--- config.mk ---
export PLATFORM = sky130hd
export DESIGN_NAME = redpi_adc_frontend
export DESIGN_NICKNAME = d
export VERILOG_FILES = /design/src/rtl/redpi_adc_frontend.sv
export SDC_FILE = /design/constraint.sdc
export NUM_CORES = 1
export LEC_CHECK = 0
export BUFFER_PORTS_ARGS = -buffer_cell sky130_fd_sc_hd__buf_2
export CAP_MARGIN = 20
export CELL_PAD_IN_SITES_DETAIL_PLACEMENT = 1
export CELL_PAD_IN_SITES_GLOBAL_PLACEMENT = 2
export CORE_MARGIN = 2
export CORE_UTILIZATION = 25
export DETAILED_ROUTE_END_ITERATION = 8
export GPL_TIMING_DRIVEN = 1
export PLACE_DENSITY_LB_ADDON = 0.1
export REMOVE_ABC_BUFFERS = 1
export SYNTH_ARGS = -nofsm -noshare
export SYNTH_HDL_FRONTEND = slang
export SYNTH_SLANG_ARGS = --single-unit
--- constraint.sdc ---
create_clock -name adc_clk -period 7.5 [get_ports adc_clk]
set_input_delay 0.375 -clock adc_clk [delete_from_list [all_inputs] [get_ports adc_clk]]
set_output_delay 0.375 -clock adc_clk [all_outputs]
set_load 0.02 [all_outputs]
--- src/rtl/redpi_adc_frontend.sv ---
`default_nettype none
// ============================================================================
// Module   : redpi_adc_frontend
// Purpose  : Multi-channel fast-ADC capture front-end. Registers raw ADC
//            codes, converts offset binary to two's complement, optionally
//            decimates by 2^N with boxcar averaging, sign-extends to OUT_W
//            and keeps a sticky overrange flag per channel. Also drives the
//            constant ADC clock-control pins.
// Ports    : adc_clk      - sample clock, rising edge
//            adc_rstn     - asynchronous active-low reset
//            adc_d_i      - raw codes, channel k at [k*ADC_W +: ADC_W]
//            dec_log2     - decimation exponent (clamped to MAX_DEC_LOG2)
//            ovr_clr      - clear all sticky overrange flags
//            adc_d_o      - signed samples, channel k at [k*OUT_W +: OUT_W]
//            adc_valid_o  - one-cycle strobe, adc_d_o holds a new sample
//            adc_ovr_o    - sticky overrange flag per channel
//            adc_clk_o    - constant 2'b10 (ADC clock generation disabled)
//            adc_cdcs_o   - constant 1 (duty-cycle stabiliser enabled)
// Revision : 1.0 - initial release
// ============================================================================
module redpi_adc_frontend #(
    parameter int NCH          = 2,
    parameter int ADC_W        = 14,
    parameter int OUT_W        = 16,
    parameter int MAX_DEC_LOG2 = 4,
    parameter int OFFSET_BIN   = 1
) (
    input  logic                   adc_clk,
    input  logic                   adc_rstn,
    input  logic [NCH*ADC_W-1:0]   adc_d_i,
    input  logic [2:0]             dec_log2,
    input  logic                   ovr_clr,
    output logic [NCH*OUT_W-1:0]   adc_d_o,
    output logic                   adc_valid_o,
    output logic [NCH-1:0]         adc_ovr_o,
    output logic [1:0]             adc_clk_o,
    output logic                   adc_cdcs_o
);

    // The accumulator holds the sum of up to 2^MAX_DEC_LOG2 samples.
    localparam int               c_ACC_W    = ADC_W + MAX_DEC_LOG2;
    localparam int               c_CNT_W    = (MAX_DEC_LOG2 > 0) ? MAX_DEC_LOG2 : 1;
    localparam logic [2:0]       c_DEC_MAX  = 3'(MAX_DEC_LOG2);
    localparam logic [ADC_W-1:0] c_MSB_FLIP = (OFFSET_BIN != 0) ? {1'b1, {(ADC_W-1){1'b0}}} : '0;

    logic [NCH*ADC_W-1:0] r_raw;
    logic                 r_v0;
    logic                 r_v1;
    logic [c_CNT_W-1:0]   r_cnt;
    logic [2:0]           r_dec;
    logic                 r_valid;

    logic [2:0]           w_dec_eff;
    logic [2:0]           w_dec_cur;
    logic [7:0]           w_frame_max;
    logic                 w_first;
    logic                 w_last;

    assign w_dec_eff = (dec_log2 > c_DEC_MAX) ? c_DEC_MAX : dec_log2;
    assign w_first   = (r_cnt == '0);
    // A new frame length is only picked up on the first sample of a frame;
    // mid-frame the latched length governs.
    assign w_dec_cur   = w_first ? w_dec_eff : r_dec;
    assign w_frame_max = ~(8'hFF << w_dec_cur);
    assign w_last      = (8'(r_cnt) == w_frame_max);

    // Capture, valid pipeline and shared frame control.
    always_ff @(posedge adc_clk or negedge adc_rstn) begin
        if (!adc_rstn) begin
            r_raw   <= '0;
            r_v0    <= 1'b0;
            r_v1    <= 1'b0;
            r_cnt   <= '0;
            r_dec   <= '0;
            r_valid <= 1'b0;
        end else begin
            r_raw   <= adc_d_i;
            r_v0    <= 1'b1;
            r_v1    <= r_v0;
            r_valid <= r_v1 & w_last;
            if (r_v1) begin
                if (w_first) begin
                    r_dec <= w_dec_eff;
                end
                r_cnt <= w_last ? '0 : r_cnt + c_CNT_W'(1);
            end
        end
    end

    genvar k;
    generate
        for (k = 0; k < NCH; k++) begin : g_ch
            logic [ADC_W-1:0]         w_raw;
            logic signed [ADC_W-1:0]  r_samp;
            logic                     r_ovr_det;
            logic                     r_ovr;
            logic signed [c_ACC_W-1:0] r_acc;
            logic signed [c_ACC_W-1:0] w_acc_base;
            logic signed [c_ACC_W-1:0] w_sum;
            logic signed [ADC_W-1:0]  w_mean;
            logic signed [OUT_W-1:0]  r_out;

            assign w_raw      = r_raw[k*ADC_W +: ADC_W];
            // The first sample of a frame starts a fresh sum.
            assign w_acc_base = w_first ? '0 : r_acc;
            assign w_sum      = w_acc_base + c_ACC_W'(r_samp);
            // Arithmetic shift floors toward -inf; the mean always fits ADC_W.
            assign w_mean     = ADC_W'(w_sum >>> w_dec_cur);

            always_ff @(posedge adc_clk or negedge adc_rstn) begin
                if (!adc_rstn) begin
                    r_samp    <= '0;
                    r_ovr_det <= 1'b0;
                    r_ovr     <= 1'b0;
                    r_acc     <= '0;
                    r_out     <= '0;
                end else begin
                    r_samp    <= w_raw ^ c_MSB_FLIP;
                    // Overrange is judged on the raw code: rail at either end.
                    r_ovr_det <= (&w_raw) | ~(|w_raw);
                    // Set has priority over clear.
                    r_ovr     <= (r_ovr & ~ovr_clr) | (r_ovr_det & r_v1);
                    if (r_v1 && !w_last) begin
                        r_acc <= w_sum;
                    end
                    if (r_v1 && w_last) begin
                        r_out <= OUT_W'(w_mean);
                    end
                end
            end

            assign adc_d_o[k*OUT_W +: OUT_W] = r_out;
            assign adc_ovr_o[k]              = r_ovr;
        end
    endgenerate

    assign adc_valid_o = r_valid;
    assign adc_clk_o   = 2'b10;
    assign adc_cdcs_o  = 1'b1;

endmodule
`default_nettype wire

=== Yosys cells after proc, flatten, opt, wreduce, memory -nomap -nowiden ===
Cells that the tools add are included.

* Register bits after elaboration: 134

* $add $sub $neg: 3
* $lt $le $gt $ge: 1
* Equality and inequality tests: 1
* Shift-type cells: 3
* Muxes and demuxes: 5
* Bitwise logic cells: 15
* Reduce and logical (&&, ||, !) cells: 8

{| class="wikitable"
|+ Operators by type and width
! operator !! count
|-
| 18-bit by 14-bit adder with 18-bit output || 2
|-
| 18-bit two-way mux || 2
|-
| 18-bit by 3-bit >>> shifter with 14-bit output || 2
|-
| 14-bit AND reduction || 2
|-
| 14-bit OR reduction || 2
|-
| 4-bit by 8-bit == test with 1-bit output || 1
|-
| 8-bit NOT || 1
|-
| 8-bit by 3-bit << shifter with 8-bit output (first input constant) || 1
|-
| 3-bit two-way mux || 2
|-
| 1-bit AND || 5
|-
| 1-bit NOT || 5
|-
| 4-bit by 1-bit adder with 4-bit output (second input constant) || 1
|-
| 4-bit logical NOT || 1
|-
| 4-bit two-way mux || 1
|-
| 1-bit bitwise OR || 4
|-
| 3-bit greater-than comparator (second input constant) || 1
|-
| 1-bit logical AND || 2
|-
| 1-bit logical NOT || 1
|}

=== Logic depth before layout (Yosys ltp) ===
Gate-level depths: netlist (run 1).

* Depth in word-level cells: 8
* Depth in mapped cells: 17
* Depth with buffers taken out: 15

=== Worst setup path before layout (run 1) ===
OpenSTA, ideal clock, no wires.

* Path type: flip-flop to flip-flop
* From: reg r_cnt[0]
* To: reg g_ch[0].r_out[6]
* Setup time: 0.126 ns
* Data arrival time: 3.823 ns
* Required time: 7.374 ns
* Path slack: 3.551 ns
* Cell stages (with the launch flop): 17
* Path buffers: 2
* Clock period less this slack: 3.949 ns
* Path through: dfrtp_1 inv_1 ha_1 or3b_4 clkbuf_1 clkbuf_1 nand2_1 inv_1 ha_1 a211oi_1 o21ai_0 o21ai_1 o21ai_0 xnor2_1 o22ai_1 or3_1 a221o_1

* Word-level cells in the longest chain between the ends: 6
* Elaborated cells on any way between the ends: 9

{| class="wikitable"
|+ RTL lines
! element !! line !! RTL
|-
| start: declaration || 49 || <nowiki>logic [c_CNT_W-1:0] r_cnt;</nowiki>
|-
| start signal: assignment || 85 || <nowiki>r_cnt <= w_last ? '0 : r_cnt + c_CNT_W'(1);</nowiki>
|-
| parallel branches: the longest is 6 deep, another holds 18-bit by 14-bit adder with 18-bit output || -- ||
|-
| end signal: assignment || 127 || <nowiki>r_out <= OUT_W'(w_mean);</nowiki>
|-
| end: declaration || 101 || <nowiki>logic signed [OUT_W-1:0] r_out;</nowiki>
|}

Several ways; the timed one is not identified.
A chain may end at the register's enable or synchronous reset.

=== Final worst setup path (run 1) ===
Same ends and word-level chain as after synthesis.

==> results of run 1 <==
==> where the power goes <==
part | leakage [nW] | internal, W | switching (W)
combinational | 2.01 | 0.00114 | 0.00188
sequential | 1.60 | 0.000930 | 0.000156
clock | 0.284 | 0.000512 | 0.000361
==> flip-flops by register name, summed over array words and instances (netlist names) <==
name            count
r_cnt               4
adc_valid_o         1
r_v1                1
r_v0                1
g_ch.r_ovr          2
r_raw              28
g_ch.r_samp        28
g_ch.r_ovr_det      2
g_ch.r_acc         36
r_dec               3
g_ch.r_out         28
==> area by class of cell <==
type                       count  area [µm²]  share of cell area (%)
clock buffer                  20         457                    5.01
clock inverter                12         140                    1.54
inverter                      22        82.6                   0.906
multi-input combinational    619        4160                    45.7
sequential                   134        3350                    36.8
tap                          396         495                    5.44
timing repair buffer          78         424                    4.65
==> layout by cell type, fill, tap and decap left out, drive strengths merged, types with 13 or more instances in the layout <==
cell    count
a21oi      39
buf        77
o21ai      62
o21a       14
nand3      15
inv        27
a211oi     17
and2       40
ha         36
xnor2      13
o211ai     17
nand2      85
dfrtp     134
clkbuf     20
nor3       25
nor2       60
mux2       22
==> critical path: cells and delay by family (launching register included) <==
family | cells | cell delay [ns]
xor+xnor | 1 | 0.41
compound gates | 6 | 1.72
buf+inv | 2 | 0.22
fa+ha+maj | 2 | 0.51
simple gates | 3 | 1.19
flops | 1 | 0.40
==> logic make-up (layout without fill, tap and decap cells) <==
logic type / Yosys count / after routing / synth area share, %
and+or+nand+nor: 284 / 284 / 17.8
AOI/OAI and AO/OA: 232 / 232 / 20.1
DFF: 134 / 134 / 42.9
buffers and inverters: 65 / 132 / 4.07
muxes: 39 / 39 / 6.20
adders and majority gates: 38 / 38 / 6.28
xor gates and xnor gates: 22 / 22 / 2.47
other: 2 / 4 / 0.0962
==> stage by stage <==
step / instances / hold WS (ns) / setup slack [ns] / util (%)
after detailed placement: 1248 / 0.343 / 2.89 / 27.7
after global placement: 1248 / 0.336 / 2.99 / 27.7
final: 1281 / 0.0310 / 2.92 / 29.7
after global routing: 1281 / 0.00931 / 2.56 / 29.7
after CTS: 1281 / 0.000431 / 2.87 / 29.7
after floorplan: 775 / 0.0794 / 3.08 / -
==> routing by layer <==
layer  GRT usage (%)  vias up  routed length, µm
met5               0        -                  0
met4            5.74        0                319
met3            2.78       16                727
met2            25.3       94              11600
met1            22.6     3233              12900
li1                -     3095                  -
==> worst max path at each step <==
stage                                     from                            to  slack (ns)  cells after the start
after global placement    r_cnt[0]$_DFFE_PN0P_  g_ch[0].r_out[8]$_DFFE_PN0P_        2.99                     14
after global routing      r_cnt[0]$_DFFE_PN0P_  g_ch[0].r_out[8]$_DFFE_PN0P_        2.56                     14
after CTS                 r_cnt[0]$_DFFE_PN0P_  g_ch[0].r_out[8]$_DFFE_PN0P_        2.87                     14
after floorplan           r_cnt[0]$_DFFE_PN0P_  g_ch[0].r_out[6]$_DFFE_PN0P_        3.08                     10
after detailed placement  r_cnt[0]$_DFFE_PN0P_  g_ch[0].r_out[8]$_DFFE_PN0P_        2.89                     14
final                     r_cnt[0]$_DFFE_PN0P_  g_ch[0].r_out[6]$_DFFE_PN0P_        2.92                     14
==> repair_timing <==
item,CTS,global route
endpoints found under the hold margin,62,0
buffers inserted,0,0
hold buffers,1,0
==> run summary, run 1 <==
The overall routed net length is 25500 µm. The final estimated routing congestion in global placement is 0.778. Sorting the synthesized cells by how often they occur yields 134 x sky130_fd_sc_hd__dfrtp_1, 85 x sky130_fd_sc_hd__nand2_1, 59 x sky130_fd_sc_hd__nor2_1. The share of final-layout standard cells stronger than drive strength 1 came out at 16.7%. The worst hold path depth came out at 1. Setup repair after global routing left no endpoint under its margin. The per-instance average area after synthesis came out at 9.57 µm². The height of the chip works out to 181 µm. The biggest cell delay along the critical path is 0.62 ns.

The logs give 0 for the number of remaining DRC errors and 0.44 ns for the clock insertion delay at the later pin of the skew report. Initial cell density of the core: 25.5%. After filler insertion, the fill cell instance count of the layout stands at 3496.

The async set-reset flop share out of synthesis came out at 100%. For hold timing, the worst endpoint is r_raw[15]$_DFF_PN0_. Top flip-flop cell by instance count after synthesis: sky130_fd_sc_hd__dfrtp_1. The tools report the worst clock skew as 0.0120 ns.

The worst min-delay path class was primary input to flip-flop. The relative max-transition margin is 29.2%, and the post-synthesis cell type count is 72. Setup total negative slack on the finished layout was measured at 0 ns. The critical path goes through inv_1 > ha_1 > or3b_4 > nand2_1 > inv_1 > ha_1 > a211oi_1 > o21ai_0 > o21ai_1 > o21ai_0 > xnor2_1 > o22ai_1 > or3_1 > a221o_1. Of all nets on the critical path, the largest fanout is 39. The startpoint identified for the worst hold timing path is adc_d_i[15]. The total area inside the core boundary comes to 0.0307 mm².

The tools report the worst endpoint required time as 7.82 ns. By startpoint and endpoint, the worst setup path is classified as flip-flop to flip-flop. The detailed-router iteration count before antenna repair was 4; the minimum clock period after layout was 4.58 ns. In this run the biggest area consumer among cell types represents 42.9% of the synthesized area. In the global route stage, overall resource usage came out at 16.2%. For the leakage power, the log shows 3.90 nW.

The kind of end point of the critical path is a flip-flop. CTS saw 134 sinks. The pin count of the biggest net entering global routing is 73. The largest area contributor in the synthesized netlist is sky130_fd_sc_hd__dfrtp_1. The flow ran to the end, and the final reports show no timing, DRC or antenna violations. The synthesized design contains 134 register bits. The run gives 0.00851 mm² as the area after detailed placement.

The logs give 0.00499 W for the overall power after layout and 260 for the number of design-rule violations left by the first detailed-router iteration. The run gives 6438 as the vias after detailed routing. For the number of levels in the clock H-tree, the log shows 4. The logs give 0 for the final setup violation count and 944 for the total number of nets in the final design. STA classifies the critical path startpoint as a flip-flop.

Number of global-route vias before repair: 6851. Once detail routing completed, the nets flagged for antenna violations numbered 0. TritonCTS built the clock tree. The run gives 0 as the max-slew violation total from the final report. Of the synthesized area, sequential elements account for 42.9%. During I/O placement, the number of pins put on the boundary was 72.

The cell at the slowest stage of the critical path is sky130_fd_sc_hd__or3b_4. After detailed routing, the average wire length per cell comes to 19.9 µm. By area the synthesized netlist is led by sky130_fd_sc_hd__dfrtp_1 43%, sky130_fd_sc_hd__ha_1 5.8%, sky130_fd_sc_hd__nand2_1 4.1%, sky130_fd_sc_hd__o21ai_0 3.6%, sky130_fd_sc_hd__and2_1 3.1%.

Synthesis produced 816 cells. Summing every instance area after synthesis gives 0.00781 mm². The number of clock buffers added by TritonCTS is 17. The detailed placement HPWL is 18600 µm.

Data on the critical path arrives at its endpoint at 4.90 ns. Dominant cell by count in the synthesized netlist: sky130_fd_sc_hd__dfrtp_1. The ratio of routed vias to standard cells was 5.03; the transition time of the tightest slew-check pin was 1.06 ns.

The final worst-path cycle share works out to 61.1%. The die covers 0.0327 mm². The repair_antennas step left the layout with diodes totalling 0. The die is 181 µm wide. During synthesis, Yosys emitted a total of 0 warnings. The total of max-cap violations came out at 0. Post-CTS repair changed the size of 0 cells. The worst register-to-register path has a depth of 14. No sink is reached through more buffers than the 2 on the longest clock path. The number of I/O port buffers works out to 68. For the number of antenna violations at the first check in global routing, the log shows 0. The clock root buffer was sky130_fd_sc_hd__clkbuf_16. In this run the critical register-to-register path is launched from r_cnt[0]$_DFFE_PN0P_. The worst register-to-register path ends at g_ch[0].r_out[6]$_DFFE_PN0P_. Counting flops with a built-in enable in the synthesized netlist gives 0. The post-route standard cell area excluding fillers came out at 0.00911 mm².

The floorplan has 64 rows. The maximum vdd drop came out at 185 µV. The clock slew at the register clock pins of the worst setup and hold paths is 0.07 ns, and the cell area power density is 547 mW/mm². The area growth from synthesis to final layout is 16.7%. The first-pass GRT wire length is 40600 µm. Based on the critical path, the design can be clocked at up to 218 MHz. The hold violation count in the final report came out at 0. The sum of overflow across all layers after global routing is 0. Setup slack on the worst reg-to-reg path comes out at 2.92 ns.
Power figures use the tool's default switching activity.
==> run 2: changes to the inputs <==
==> constraint.sdc (replaced) <==
create_clock -name adc_clk -period 4 [get_ports adc_clk]
set_input_delay 0.2 -clock adc_clk [delete_from_list [all_inputs] [get_ports adc_clk]]
set_output_delay 0.2 -clock adc_clk [all_outputs]
set_load 0.02 [all_outputs]
==> run 2 against run 1 <==
Combinational power is 120% higher. Critical path type unchanged. Clock skew hardly changed. Clock-buffer cell count is 1 lower. Global-route usage increased by 0.12 points. Sequential cell count is the same. Via count rose by 5.0%. Sequential share of layout area down 3.3 points. Register-to-register slack worse by 2.8 ns. First-iteration DRC count up 42%. Die area did not move.
==> run summary, run 2 (synthesized netlist as in run 1, its figures left out) <==
After layout, the worst setup slack is 0.155 ns. Summing over every cut layer, the via total after detailed routing is 6763. Entering global routing, the biggest net connects 87 pins.

For the relative max-transition margin, the log shows 40.1%. Width of the die: 181 µm. TritonCTS built the clock tree. In this run the tool buffered the top-level ports with 68 buffer cells.

The most critical setup path has its startpoint at r_cnt[0]$_DFFE_PN0P_. In this run the number of H-tree levels came out at 4. The number of global-route vias before repair was 7115; the number of design-rule violations left by the first detailed-router iteration was 368.

Routability-driven placement finished with a final weighted congestion of 0.821. For the hold violation count in the final report, the log shows 0. The run gives 2 as the maximum number of buffers from clock root to sink. The run gives 0 as the number of antenna violations at the first check in global routing. For the max-slew violation total from the final report, the log shows 0. In this run the most critical hold path is launched from r_v0$_DFF_PN0_.

Derived from the worst setup path, the maximum achievable clock frequency is 260 MHz. The transition time of the tightest slew-check pin works out to 0.899 ns. The worst setup slack before clock tree synthesis was -0.130 ns.

Class of the most critical setup path: flip-flop to flip-flop. Of the available clock period, the critical path in the final layout requires 96.1%. For the arrival time reported for the critical path endpoint, the log shows 4.21 ns.

Ratio of routed vias to standard cells: 4.98. The I/O pin total was 72; the worst clock skew was 0.0124 ns. Wires add up to 26400 µm. The average wire length per cell after detail routing is 19.4 µm. The tree built by TritonCTS fans out to 134 sinks. The flip-flop count of the largest register, all copies and words added works out to 36.

For this run the aggregate overflow at the end of global routing stands at 0. The clock insertion delay at the later pin of the skew report was 0.43 ns; the post-route antenna net violation count was 0. The CTS buffer count was 17. The tools report the worst endpoint required time as 4.36 ns. For this design the static power due to leakage is 4.32 nW. Cell at the slowest stage of the critical path: sky130_fd_sc_hd__mux4_2.

The biggest cell delay along the critical path is 0.55 ns. The worst setup path is captured at a flip-flop. The flow ran to the end, and the final reports show no timing, DRC or antenna violations. The number of remaining DRC errors came out at 0. The share of final-layout standard cells stronger than drive strength 1 is 24.7%, and the total of max-cap violations is 0. For this run, the post-layout net count is 1022.

The start of the worst register-to-register path was r_cnt[0]$_DFFE_PN0P_. The top cell types in the final layout, fill and taps aside, are 134 x sky130_fd_sc_hd__dfrtp_1, 85 x sky130_fd_sc_hd__nand2_1, 67 x sky130_fd_sc_hd__buf_2. Walking the worst path, the cells encountered are inv_2 > ha_4 > or3b_4 > buf_12 > nand2_1 > inv_1 > ha_1 > a21o_1 > and4_1 > o21a_1 > nor2_1 > xor2_2 > mux4_2 > nor2_1 > a221o_1. The height of the chip was 181 µm. The tools report the clock root buffer as sky130_fd_sc_hd__clkbuf_16.

The worst min-delay path class is flip-flop to flip-flop. The cell with the most instances on the worst path was sky130_fd_sc_hd__nor2_1. Power spread over the standard cell area amounts to 1020 mW/mm².

The logs give 0 for the final setup violation count and 16.3% for the global-route total usage across every layer. The area growth from synthesis to final layout works out to 28.4%. The library cell used most frequently in the layout, excluding fill and tap cells, is sky130_fd_sc_hd__dfrtp_1.

The repair_antennas step left the layout with diodes totalling 0. For this configuration, the core starts out at a cell density of 25.5%. The run gives 4 as the detailed-router iteration count before antenna repair.

The die covers 0.0327 mm². The clock slew at the register clock pins of the worst setup and hold paths came out at 0.06 ns. The sort of element at the start of the critical path is a flip-flop.

The register containing the most flip-flops in the final layout is g_ch.r_acc. The minimum clock period after layout was 3.84 ns. The run gives 0.0307 mm² as the total core area. The logs give 19000 µm for the detailed placement HPWL and 373 µV for the maximum vdd drop. Along the worst path, the maximum fanout reaches 8. The first global-routing pass estimated 41800 µm of wire.

After routing, the total negative slack on setup checks comes to 0 ns. The initialized floorplan defines 64 standard-cell rows.
==> run 2: timing repair <==
action	CTS	global route
buffers inserted	4	7
setup endpoints to repair	11	43
hold endpoints to repair	114	0
resized for setup	9	48
gates cloned	1	1
pin swaps	4	12
hold buffers	30	0
==> run 2: metrics by stage <==
stage / utilization [%] / area, µm² / std cells / power (W) / hold slack [ns]
after CTS: 31.8 / 9760 / 1351 / 0.00995 / 0.351
after global placement: 28.7 / 8800 / 1284 / 0.00812 / 0.308
final: 32.7 / 10000 / 1359 / 0.0102 / 0.347
after global routing: 32.7 / 10000 / 1359 / 0.0110 / 0.360
after detailed placement: 28.7 / 8800 / 1284 / 0.00819 / 0.310
after floorplan: - / 7580 / 775 / 0.00596 / -0.0956
==> run 2: final timing paths <==
path                                           endpoint  slack, ns  cells after the start
min in group asynchronous  g_ch[0].r_samp[13]$_DFF_PN0_       0.43                      2
max                        g_ch[1].r_out[3]$_DFFE_PN0P_       0.16                     15
max in group asynchronous  g_ch[0].r_samp[12]$_DFF_PN0_       2.64                      3
min reg2reg                              r_v1$_DFF_PN0_       0.35                      0
max reg2reg                g_ch[1].r_out[3]$_DFFE_PN0P_       0.16                     15
min                                      r_v1$_DFF_PN0_       0.35                      0
==> run 2: metal layers <==
layer  up-vias  wire length (µm)  track usage, %
li1       3241                 -               -
met1      3410             13600            24.4
met2        97             11700            24.6
met3        15               847            2.68
met4         0               239            3.90
met5         -                 0               0
==> run 2: power by group <==
| part | internal [W] | switching (W) | leakage [nW] |
|---|---|---|---|
| sequential | 0.00174 | 0.000251 | 1.60 |
| clock | 0.000878 | 0.000661 | 0.274 |
| combinational | 0.00277 | 0.00387 | 2.44 |
==> run 2: cell type report <==
| class | count | area (µm²) |
|---|---|---|
| fillers | 3528 | 20600 |
| multi-input cells | 619 | 4360 |
| flip-flops and latches | 134 | 3350 |
| repair buffers | 156 | 1160 |
| well taps | 396 | 495 |
| clock buffers | 19 | 443 |
| clock inverters | 13 | 125 |
| inverters | 22 | 82.6 |
==> run 2: critical path, delay by kind of cell (launching register included) <==
kind | cells | cell delay, ns
buffers and inverters | 3 | 0.33
flip-flops | 1 | 0.40
AO/OA/AOI/OAI | 3 | 0.59
AND/OR/NAND/NOR | 5 | 1.31
XOR/XNOR | 1 | 0.16
adder cells (fa/ha/maj) | 2 | 0.41
multiplexers | 1 | 0.55
